--- src/rtl/br_redirect_ctrl_pkg.sv ---
// Shared definitions for the branch redirect controller: data width,
// branch condition codes, FSM state encodings and the PC increment.
package br_redirect_ctrl_pkg;

    localparam int unsigned XLEN_DEFAULT = 64;
    localparam int unsigned PC_INC       = 4;

    typedef enum logic [2:0] {
        BR_EQ  = 3'd0,
        BR_NE  = 3'd1,
        BR_LT  = 3'd4,
        BR_GE  = 3'd5,
        BR_LTU = 3'd6,
        BR_GEU = 3'd7
    } br_sel_e;

    typedef enum logic [1:0] {
        BRC_IDLE  = 2'd0,
        BRC_REDIR = 2'd1,
        BRC_DRAIN = 2'd2
    } brc_state_e;

endpackage

--- src/rtl/br_redirect_ctrl_cond.sv ---
// Branch condition evaluator: compares two operands under a branch
// condition code; codes outside the defined set evaluate as not taken.
module br_redirect_ctrl_cond
    import br_redirect_ctrl_pkg::*;
#(
    parameter int unsigned XLEN = XLEN_DEFAULT
) (
    input  logic [2:0]      br_sel,
    input  logic [XLEN-1:0] rs1,
    input  logic [XLEN-1:0] rs2,
    output logic            taken
);

    always_comb begin
        taken = 1'b0;
        case (br_sel)
            BR_EQ:   taken = (rs1 == rs2);
            BR_NE:   taken = (rs1 != rs2);
            BR_LT:   taken = ($signed(rs1) <  $signed(rs2));
            BR_GE:   taken = ($signed(rs1) >= $signed(rs2));
            BR_LTU:  taken = (rs1 <  rs2);
            BR_GEU:  taken = (rs1 >= rs2);
            default: taken = 1'b0;
        endcase
    end

endmodule

--- src/rtl/br_redirect_ctrl.sv ---
// Execute-stage branch resolution and redirect controller.
// Optional statistics counters are enabled with the BR_STATS_EN macro.
module br_redirect_ctrl
    import br_redirect_ctrl_pkg::*;
#(
    parameter int unsigned XLEN         = XLEN_DEFAULT,
    parameter int unsigned FLUSH_CYCLES = 2
`ifdef BR_STATS_EN
    ,
    parameter int unsigned CNT_W        = 32
`endif
) (
    input  logic            clk,
    input  logic            rst_n,
    input  logic            ex_valid,
    output logic            ex_ready,
    input  logic            ex_is_br,
    input  logic            ex_is_jmp,
    input  logic [2:0]      ex_br_sel,
    input  logic [XLEN-1:0] ex_rs1,
    input  logic [XLEN-1:0] ex_rs2,
    input  logic [XLEN-1:0] ex_pc,
    input  logic [XLEN-1:0] ex_target,
    input  logic            ex_pred_taken,
    input  logic [XLEN-1:0] ex_pred_target,
    output logic            redir_valid,
    input  logic            redir_ready,
    output logic [XLEN-1:0] redir_pc,
    output logic            flush_if,
    output logic            flush_id
`ifdef BR_STATS_EN
    ,
    output logic [CNT_W-1:0] br_cnt,
    output logic [CNT_W-1:0] mispred_cnt
`endif
);

    localparam logic [3:0] CNT_LOAD = (FLUSH_CYCLES == 0) ? 4'd0 : 4'(FLUSH_CYCLES - 1);

    brc_state_e      state_q;
    brc_state_e      state_d;
    logic [3:0]      cnt_q;
    logic [3:0]      cnt_d;
    logic            cond_taken;
    logic            actual_taken;
    logic            resolve;
    logic            mispredict;
    logic            take_redirect;
    logic [XLEN-1:0] correct_pc;

    br_redirect_ctrl_cond #(
        .XLEN (XLEN)
    ) u_cond (
        .br_sel (ex_br_sel),
        .rs1    (ex_rs1),
        .rs2    (ex_rs2),
        .taken  (cond_taken)
    );

    assign ex_ready      = (state_q == BRC_IDLE);
    assign resolve       = ex_valid & ex_ready & (ex_is_br | ex_is_jmp);
    // A jump flag overrides the condition, so br+jmp together resolves as taken.
    assign actual_taken  = ex_is_jmp | cond_taken;
    assign correct_pc    = actual_taken ? ex_target : (ex_pc + XLEN'(PC_INC));
    assign mispredict    = (actual_taken != ex_pred_taken) |
                           (actual_taken & ex_pred_taken & (ex_target != ex_pred_target));
    assign take_redirect = resolve & mispredict;

    always_comb begin
        state_d = state_q;
        cnt_d   = cnt_q;
        case (state_q)
            BRC_IDLE: begin
                if (take_redirect) begin
                    state_d = BRC_REDIR;
                end
            end
            BRC_REDIR: begin
                if (redir_ready) begin
                    if (FLUSH_CYCLES == 0) begin
                        state_d = BRC_IDLE;
                    end else begin
                        cnt_d   = CNT_LOAD;
                        state_d = BRC_DRAIN;
                    end
                end
            end
            BRC_DRAIN: begin
                if (cnt_q == 4'd0) begin
                    state_d = BRC_IDLE;
                end else begin
                    cnt_d = cnt_q - 4'd1;
                end
            end
            default: begin
                state_d = BRC_IDLE;
                cnt_d   = '0;
            end
        endcase
    end

    // Outputs are registered from the next state so they line up with state_q.
    always_ff @(posedge clk or negedge rst_n) begin
        if (!rst_n) begin
            state_q     <= BRC_IDLE;
            cnt_q       <= '0;
            redir_pc    <= '0;
            redir_valid <= 1'b0;
            flush_if    <= 1'b0;
            flush_id    <= 1'b0;
        end else begin
            state_q     <= state_d;
            cnt_q       <= cnt_d;
            if (take_redirect) begin
                redir_pc <= correct_pc;
            end
            redir_valid <= (state_d == BRC_REDIR);
            flush_if    <= (state_d != BRC_IDLE);
            flush_id    <= (state_d != BRC_IDLE);
        end
    end

`ifdef BR_STATS_EN
    always_ff @(posedge clk or negedge rst_n) begin
        if (!rst_n) begin
            br_cnt      <= '0;
            mispred_cnt <= '0;
        end else begin
            if (resolve && (br_cnt != '1)) begin
                br_cnt <= br_cnt + 1'b1;
            end
            if (take_redirect && (mispred_cnt != '1)) begin
                mispred_cnt <= mispred_cnt + 1'b1;
            end
        end
    end
`endif

endmodule

--- config.mk ---
export PLATFORM = sky130hd
export DESIGN_NAME = br_redirect_ctrl
export DESIGN_NICKNAME = d
export VERILOG_FILES = /design/src/rtl/br_redirect_ctrl_pkg.sv /design/src/rtl/br_redirect_ctrl_cond.sv /design/src/rtl/br_redirect_ctrl.sv
export SDC_FILE = /design/constraint.sdc
export NUM_CORES = 1
export LEC_CHECK = 0
export CAP_MARGIN = 20
export CORE_AREA = 10 10 148 150
export CTS_CLUSTER_SIZE = 8
export DETAILED_ROUTE_END_ITERATION = 10
export DIE_AREA = 0 0 158 160
export PLACE_DENSITY = 0.8
export SLEW_MARGIN = 10
export SYNTH_ARGS = -nofsm -noshare
export SYNTH_HDL_FRONTEND = slang
export SYNTH_SLANG_ARGS = --single-unit
--- constraint.sdc ---
create_clock -name clk -period 2.5 [get_ports clk]
set_input_delay 0.5 -clock clk [delete_from_list [all_inputs] [get_ports clk]]
set_output_delay 0.5 -clock clk [all_outputs]
set_load 0.03 [all_outputs]
### Yosys cells after proc, flatten, opt, wreduce, memory -nomap -nowiden

Cells that the tools add are included.

* register bits: 72
* latch bits: 0
* memory bits (writable): 0
* memory bits (read-only): 0
* input port bits: 330
* logic and storage cells: 48
* memories kept: 0

* add/subtract/negate cells: 2
* multiply operators: 0
* div/mod/pow operators: 0
* magnitude comparators: 4
* eq/ne operators: 14
* shifts and indexed selects: 0
* multiplexer cells: 9
* bitwise gates (word level): 9
* reductions and logical operators: 5

Operators by type and width (count)
* $ge 64x64->1: 2
* $lt 64x64->1: 2
* $ne 64x64->1: 2
* $add 64x3->64 const B: 1
* $eq 64x64->1: 1
* $mux 64: 1
* $eq 3x3->1 const B: 4
* $pmux 4 s3: 1
* $mux 4: 2
* $mux 2: 3
* $pmux 1 s6: 1
* $pmux 2 s3: 1
* $and 1x1->1: 5
* $eq 2x1->1 const B: 2
* $logic_not 4->1: 1
* $ne 2x2->1 const B: 2
* $sub 4x1->4 const B: 1
* $eq 3x1->1 const B: 1
* $logic_not 3->1: 1
* $or 1x1->1: 3
* $reduce_and 3->1: 1
* $eq 2x2->1 const B: 1
* $logic_not 2->1: 1
* $reduce_bool 2->1: 1
* 2 further kinds: 2

### Logic depth before layout (Yosys ltp)

Gate-level depths: netlist (run 1).

* word-level depth: 10
* gate-level depth with buffers: 20

### Cells and area by module

A second synthesis (run 1) with hierarchy kept.

* cell total of the unflattened synthesis: 886
* area, all modules: 7449.6 µm²

Modules (own cells, without submodules)
* br_redirect_ctrl: times used 1, cells an instance 643, area each 5705.5 µm²
* br_redirect_ctrl_cond: times used 1, cells an instance 243, area each 1744.2 µm²

### Least setup slack after synthesis (run 1)

Ideal clock, no wire load.

* path type: input-to-reg
* start: input port ex_rs2[63]
* end: register redir_pc[19]
* setup time: 0.132 ns
* arrival: 4.085 ns
* slack: -1.718 ns
* cell stages on the path: 19
* buffers on the path: 2
* cells stage by stage: inv_1 ha_1 nand4_2 nor4_4 nand4_2 nand2b_1 xnor2_1 a221oi_2 nand2_1 nor2_1 buf_2 inv_1 ha_1 a21o_1 o2111ai_1 clkinv_1 clkbuf_1 nand2_1 o221ai_2

* word-level cells in the longest chain between the ends: 7
* elaborated cells between the ends (all ways): 14
* classes of those cells: 4 x order compare; 3 x eq/ne; 2 x mux; 5 x bitwise

RTL lines
* start: declaration: line br_redirect_ctrl.sv:21 `input logic [XLEN-1:0] ex_rs2,`
* $ge 64x64->1, or another cell as far along: line br_redirect_ctrl_cond.sv:22 `BR_GEU: taken = (rs1 >= rs2);`
* $pmux 1 s6 (*): line br_redirect_ctrl_cond.sv:16 `case (br_sel)`
* $or 1x1->1 (*): line br_redirect_ctrl.sv:63 `assign actual_taken = ex_is_jmp | cond_taken;`
* $and 1x1->1 (2 in series): line br_redirect_ctrl.sv:66 `(actual_taken & ex_pred_taken & (ex_target != ex_pred_target));`
* $or 1x1->1: line br_redirect_ctrl.sv:65 `assign mispredict = (actual_taken != ex_pred_taken) |`
* $and 1x1->1: line br_redirect_ctrl.sv:67 `assign take_redirect = resolve & mispredict;`
* end signal: assignment: line br_redirect_ctrl.sv:115 `redir_pc <= correct_pc;`
* end: declaration: line br_redirect_ctrl.sv:28 `output logic [XLEN-1:0] redir_pc,`

Mark *: on every way between the ends. The rest lies on a longest branch, timed or not.
A chain may end at the register's enable or synchronous reset.

### Worst setup path after layout (run 1)

* start: input port ex_rs2[26]
* end: register redir_pc[17]

The elaborated chain is that of the path after synthesis.

==> results of run 1 <==
worst max-delay path by stage:
| stage | from | end | slack [ns] |
|---|---|---|---|
| after CTS | ex_rs2[51] | redir_pc[19] | -1.05 |
| after detailed placement | ex_rs2[57] | redir_pc[13] | -2.01 |
| after floorplan | ex_rs2[57] | flush_id | -1.23 |
| after global placement | ex_rs2[57] | redir_pc[59] | -1.83 |
| final | ex_rs2[26] | redir_pc[17] | -1.19 |
| after global routing | ex_rs2[51] | redir_pc[17] | -1.37 |
flip-flops by register name (all words and copies together), names as in the netlist:
register	flops
cnt_q	4
flush_id	1
redir_pc	64
redir_valid	1
state_q	2
cell type report:
type | instances | area [um2]
inverters | 84 | 367
diodes | 11 | 27.5
well taps | 238 | 298
flip-flops and latches | 72 | 1800
repair inverters | 1 | 16.3
multi-input cells | 695 | 6310
fillers | 1242 | 4360
repair buffers | 621 | 5600
clock inverters | 7 | 78.8
clock buffers | 9 | 225
Yosys cell counts, drive strengths merged, types with 10 or more instances:
| library cell | number |
|---|---|
| nand2 | 96 |
| xnor2 | 91 |
| inv | 83 |
| dfrtp | 72 |
| ha | 71 |
| a21oi | 63 |
| nand4 | 51 |
| o21ai | 47 |
| xor2 | 33 |
| nand3 | 30 |
| o31ai | 29 |
| a21o | 25 |
| a31oi | 25 |
| nor2 | 25 |
| clkbuf | 23 |
| a22o | 22 |
| buf | 20 |
| nor4 | 13 |
| o221ai | 10 |
worst max-delay path: cells and delay by family:
family / cells / cell delay [ns]
AO/OA/AOI/OAI: 5 / 0.87
buffers and inverters: 6 / 0.70
AND/OR/NAND/NOR: 6 / 1.22
adder cells (fa/ha/maj): 2 / 0.50
XOR/XNOR: 1 / 0.14
power by group through the flow:
stage	registers, W	logic, W	clock network [W]
3_5_place_dp	0.00211	0.00516	0
3_3_place_gp	0.00213	0.00504	0
5_1_grt	0.00220	0.00616	0.00142
4_1_cts	0.00212	0.00554	0.00136
6_report	0.00215	0.00585	0.00137
2_1_floorplan	0.00307	0.00167	0
per-layer routing:
layer	track usage (%)	wire length (um)
met1	33.8	15000
met2	52.5	20800
met3	9.78	3880
met4	16.8	2550
met5	0	0
timing repair:
| item | 4_1_cts | 5_1_grt |
|---|---|---|
| setup buffers | 18 | 3 |
| endpoints found under the setup margin | 68 | 69 |
| cloned | 3 | 6 |
| resized for setup | 482 | 79 |
| pin swaps | 119 | 46 |
through the flow:
| stage | utilization, % | cells | worst slack (ns) | hold slack, ns |
|---|---|---|---|---|
| after floorplan | - | 893 | -1.23 | 0.204 |
| after global placement | 68.9 | 1682 | -1.83 | 0.467 |
| after detailed placement | 68.9 | 1682 | -2.01 | 0.475 |
| after CTS | 74.9 | 1719 | -1.05 | 0.328 |
| after global routing | 77.1 | 1736 | -1.37 | 0.383 |
| final | 77.1 | 1738 | -1.19 | 0.282 |
cells by family after synthesis:
kind of cell,synth area share [%]
AO/OA/AOI/OAI,22.3
XOR/XNOR,14.8
adder cells (fa/ha/maj),12.1
buffers and inverters,7.23
flip-flops,24.6
multiplexers,0.274
AND/OR/NAND/NOR,18.5
==> out/summary.txt, run 1 <==
Slew Viols, Final - 0
WP data arrival - 3.95 ns
Total CTS buffers - 9
Most frequent cells in the layout - clkdlybuf4s50_1, buf_4, xnor2_1
Slew @ Worst Pin - 0.967 ns
Status - finished, violations left
Syn_nets - 1294
Vias per Instance - 5.67
Ys Warns - 0
Part of the power in combinational logic - 62.4%
Detailed Route WL - 42.2 mm
Vias in the first global route - 10269
Synth area leaders - dfrtp_1, ha_1, xnor2_1, nand2_1, a21oi_1
Unrepaired setup endpoints after global routing - true
PortBufs - 397
Skew final - 0.0113 ns
Slowest CP cell - nor4_4
First-pass GRT wire length - 60.3 mm
CTS tree - built
Register share of total power - 23.0%
Layout area overhead - 101%
Post-CTS Hold Buffers - 0
Clk root buf - clkbuf_16
Top cell by count, worst path - ha_4
P_leak - 6.18 nW
Worst setup margin - -1.19 ns
Net Sw Frac - 43.8%
Worst-path fanout max - 5
Syn Area/Cell - 8.19 um2
NetSw - 0.00410 W
Gr usage total - 31.1%
Worst setup path class - in2reg
Clock sinks - 72
Clk buf depth - 2
Top cell type's share of synthesized area - 24.6%
TritonRoute pass-1 iters - 5
Max Cap Viol - 0
Initial cell density of the core - 38.4%
Final instance area - 14700 um2
Worst reg2reg path endpoint - flush_id
Insertion delay to the later sink of the worst-skew pair - 0.36 ns
DR iter-0 viols - 874
CP startpoint kind - input port
DRT antenna net count - 0
Post-DP HPWL - 32.0 mm
Worst EP required - 2.77 ns
Largest area contributor in the netlist - dfrtp_1
Max-slew headroom - 35.5%
FP Rows - 51
Seq/Total Area, Yosys - 24.6%
Per-cell routed wire length - 24.3 um
Grt ovf - 0
Cell Area, Synth - 7320 um2
Slowest stage delay, CP - 0.40 ns
Synth Instances - 893
Clk network pwr share - 14.6%
Routability cong. - 0.979
Die area - 25300 um2
Failing checks - negative setup slack
Die width - 158 um
Dpl cell area - 13200 um2
Final Power - 0.00937 W
H-tree levels - 3
Min Tclk post-route - 3.69 ns
Initial antenna violation count - 11
Die Ht - 160 um
Total number of vias - 9848
Fmax - 271 MHz
Critical-path cell list - clkdlybuf4s15_1 > inv_2 > ha_4 > nand4_1 > nor4_4 > nand4_2 > nand2b_4 > xnor2_2 > a221oi_2 > nand2_2 > nor2_4 > inv_4 > ha_4 > a21o_1 > o2111ai_4 > buf_12 > clkinv_8 > buf_8 > o31ai_1 > o21ai_1
Reg-to-reg startpoint - cnt_q[0]
Flop-to-flop setup slack - 0.59 ns
PD cells - 637 nW/um2
Largest net degree at the start of global routing - 73
Period utilisation layout - 147%
Commonest non-fill, non-tap cell in the layout - clkdlybuf4s50_1
Final setup vio count - 68
HP Class - in2async
Fraction of registers with async set/reset - 100%
Seq cells post-synth - 72
Post-synth EDFFs - 0
Peak supply drop - 0.000474 V
Crit. End Element - flop
Most used DFF post-synth - dfrtp_1
Internal Power - 0.00527 W
Clock-pin slew on the worst setup and hold paths - 0.07 ns
Final Hold Fails - 0
Setup TNS - -75.49 ns
Residual DRC count - 0
Path depth of the worst reg2reg path - 7
Io pins - 398
Layout cells sized above 1 - 36.3%
Nets - 1885
Core area - 19100 um2
Synth cell types - 51
Power figures use the tool's default switching activity.
==> run 2, diff against run 1 <==
--- a/config.mk
+++ b/config.mk
@@ -11,6 +11,7 @@
 export DETAILED_ROUTE_END_ITERATION = 10
 export DIE_AREA = 0 0 158 160
 export PLACE_DENSITY = 0.8
+export RECOVER_POWER = 50
 export SLEW_MARGIN = 10
 export SYNTH_ARGS = -nofsm -noshare
 export SYNTH_HDL_FRONTEND = slang
==> run 2 against run 1 <==
  * The flow finishes with violations (max-capacitance violations, max-slew violations, negative setup slack)
  * Via count about the same
  * Flip-flop and latch count unchanged
  * Routed wire length increased by 0.12%
  * Hold slack improved by 0.20 ns
  * Non-clock buffer count unchanged
  * Final cell count unchanged
  * Critical path type unchanged
  * Largest cell class unchanged
  * Highest routed layer unchanged
==> out/summary.txt, run 2 (synthesis results as in run 1) <==
Slew Viols, Final - 73
HP Class - reg2reg
Clock sinks - 72
Nets - 1885
Insertion delay to the later sink of the worst-skew pair - 0.36 ns
Worst-path fanout max - 5
Final Hold Fails - 0
Worst EP required - 2.77 ns
Worst setup margin - -1.19 ns
Post-CTS Hold Buffers - 0
Top cell by count, worst path - ha_4
Layout area overhead - 101%
Die Ht - 160 um
Total CTS buffers - 9
Total number of vias - 9850
Max-slew headroom - -27.3%
Initial cell density of the core - 38.4%
Die width - 158 um
CTS tree - built
Die area - 25300 um2
Leading registers by flop count - redir_pc: 64 flops, cnt_q: 4 flops, state_q: 2 flops
First-pass GRT wire length - 60.3 mm
Clock-pin slew on the worst setup and hold paths - 0.07 ns
Clk buf depth - 2
Routability cong. - 0.979
Status - finished, violations left
Failing checks - max-capacitance violations, max-slew violations, negative setup slack
Slew @ Worst Pin - 1.91 ns
P_leak - 6.18 nW
Period utilisation layout - 148%
Setup TNS - -75.53 ns
CP startpoint kind - input port
TritonRoute pass-1 iters - 5
Dpl cells - 1682
DR iter-0 viols - 873
Unrepaired setup endpoints after global routing - true
FP Rows - 51
DRT antenna net count - 0
WP data arrival - 3.96 ns
Layout cells sized above 1 - 36.3%
Largest net degree at the start of global routing - 73
PD cells - 637 nW/um2
Per-cell routed wire length - 24.3 um
Cell Count, Final, Fillers Out - 1738
Clk root buf - clkbuf_16
Worst setup path class - in2reg
Fmax - 271 MHz
Max Cap Viol - 1
Residual DRC count - 0
Min Tclk post-route - 3.69 ns
Grt ovf - 0
Biggest register - redir_pc
Final core occ - 77.1%
PortBufs - 397
Initial antenna violation count - 11
Vias in the first global route - 10269
Post-DP HPWL - 32.0 mm
Slowest stage delay, CP - 0.40 ns
Commonest non-fill, non-tap cell in the layout - clkdlybuf4s50_1
Crit. End Element - flop
Io pins - 398
Vias per Instance - 5.67
Final Power - 0.00938 W
Detailed Route WL - 42.3 mm
Slowest CP cell - nor4_4
Final setup vio count - 68
Peak supply drop - 0.000474 V
Area occupied by multi-input gates - 6310 um2
Largest register FFs - 64
H-tree levels - 3
Gr usage total - 31.1%
Fill cells - 1243
Core area - 19100 um2
Skew final - 0.0112 ns
Most frequent cells in the layout - clkdlybuf4s50_1, buf_4, xnor2_1
FF/Latch Area - 1800 um2
Critical-path cell list - clkdlybuf4s15_1 > inv_2 > ha_4 > nand4_1 > nor4_4 > nand4_2 > nand2b_4 > xnor2_2 > a221oi_2 > nand2_2 > nor2_4 > inv_4 > ha_4 > a21o_1 > o2111ai_4 > buf_12 > clkinv_8 > buf_8 > o31ai_1 > o21ai_1
Dpl ws - -2.01 ns
-- run 2: worst paths after layout --
check	cells past startpoint	from	endpoint	slack, ns
setup reg to reg	7	cnt_q[0]	flush_id	0.59
min in group asynchronous	1	rst_n	redir_pc[0]	0.65
max in group asynchronous	1	rst_n	redir_pc[62]	0.70
hold / removal	2	redir_pc[2]	redir_pc[2]	0.49
hold reg to reg	2	redir_pc[2]	redir_pc[2]	0.49
setup / recovery	20	ex_rs2[26]	redir_pc[17]	-1.19
-- run 2: cell type report --
| class | count | area share [%] |
|---|---|---|
| multi-input combinational | 695 | 42.9 |
| sequential | 72 | 12.2 |
| tap | 238 | 2.02 |
| antenna | 11 | 0.187 |
| clock buffer | 9 | 1.53 |
| clock inverter | 7 | 0.536 |
| inverter | 84 | 2.49 |
| timing repair inverter | 1 | 0.111 |
| timing repair buffer | 621 | 38.0 |
-- run 2: per-layer routing --
layer	global-route usage [%]	part of all wire, %
met3	9.78	9.1
met5	0	0
met1	33.8	36
met4	16.8	6.0
met2	52.5	49
-- run 2: repair_timing --
action                                  4_1_cts  5_1_grt
pin swaps                                   119       46
resized for setup                           482       79
gates cloned                                  3        6
buffers inserted                             18        3
endpoints found under the setup margin       68       69
-- run 2: metrics by stage --
| stage | hold slack [ns] | area [um2] |
|---|---|---|
| floorplan | 0.204 | 7650 |
| CTS | 0.328 | 14300 |
| detailed placement | 0.475 | 13200 |
| global placement | 0.467 | 13200 |
| finish | 0.487 | 14700 |
| global route | 0.509 | 14700 |
-- run 2: power by group --
part / internal (W) / total, W / switching, W
Clock: 0.000782 / 0.00137 / 0.000589
Sequential: 0.00172 / 0.00215 / 0.000431
Combinational: 0.00276 / 0.00585 / 0.00309
Total: 0.00527 / 0.00938 / 0.00411
-- run 2: critical path, delay by kind of cell --
kind            cells  cell delay (ns)
simple gates        6             1.22
compound gates      5             0.89
buf+inv             6             0.70
fa+ha+maj           2             0.50
xor+xnor            1             0.14
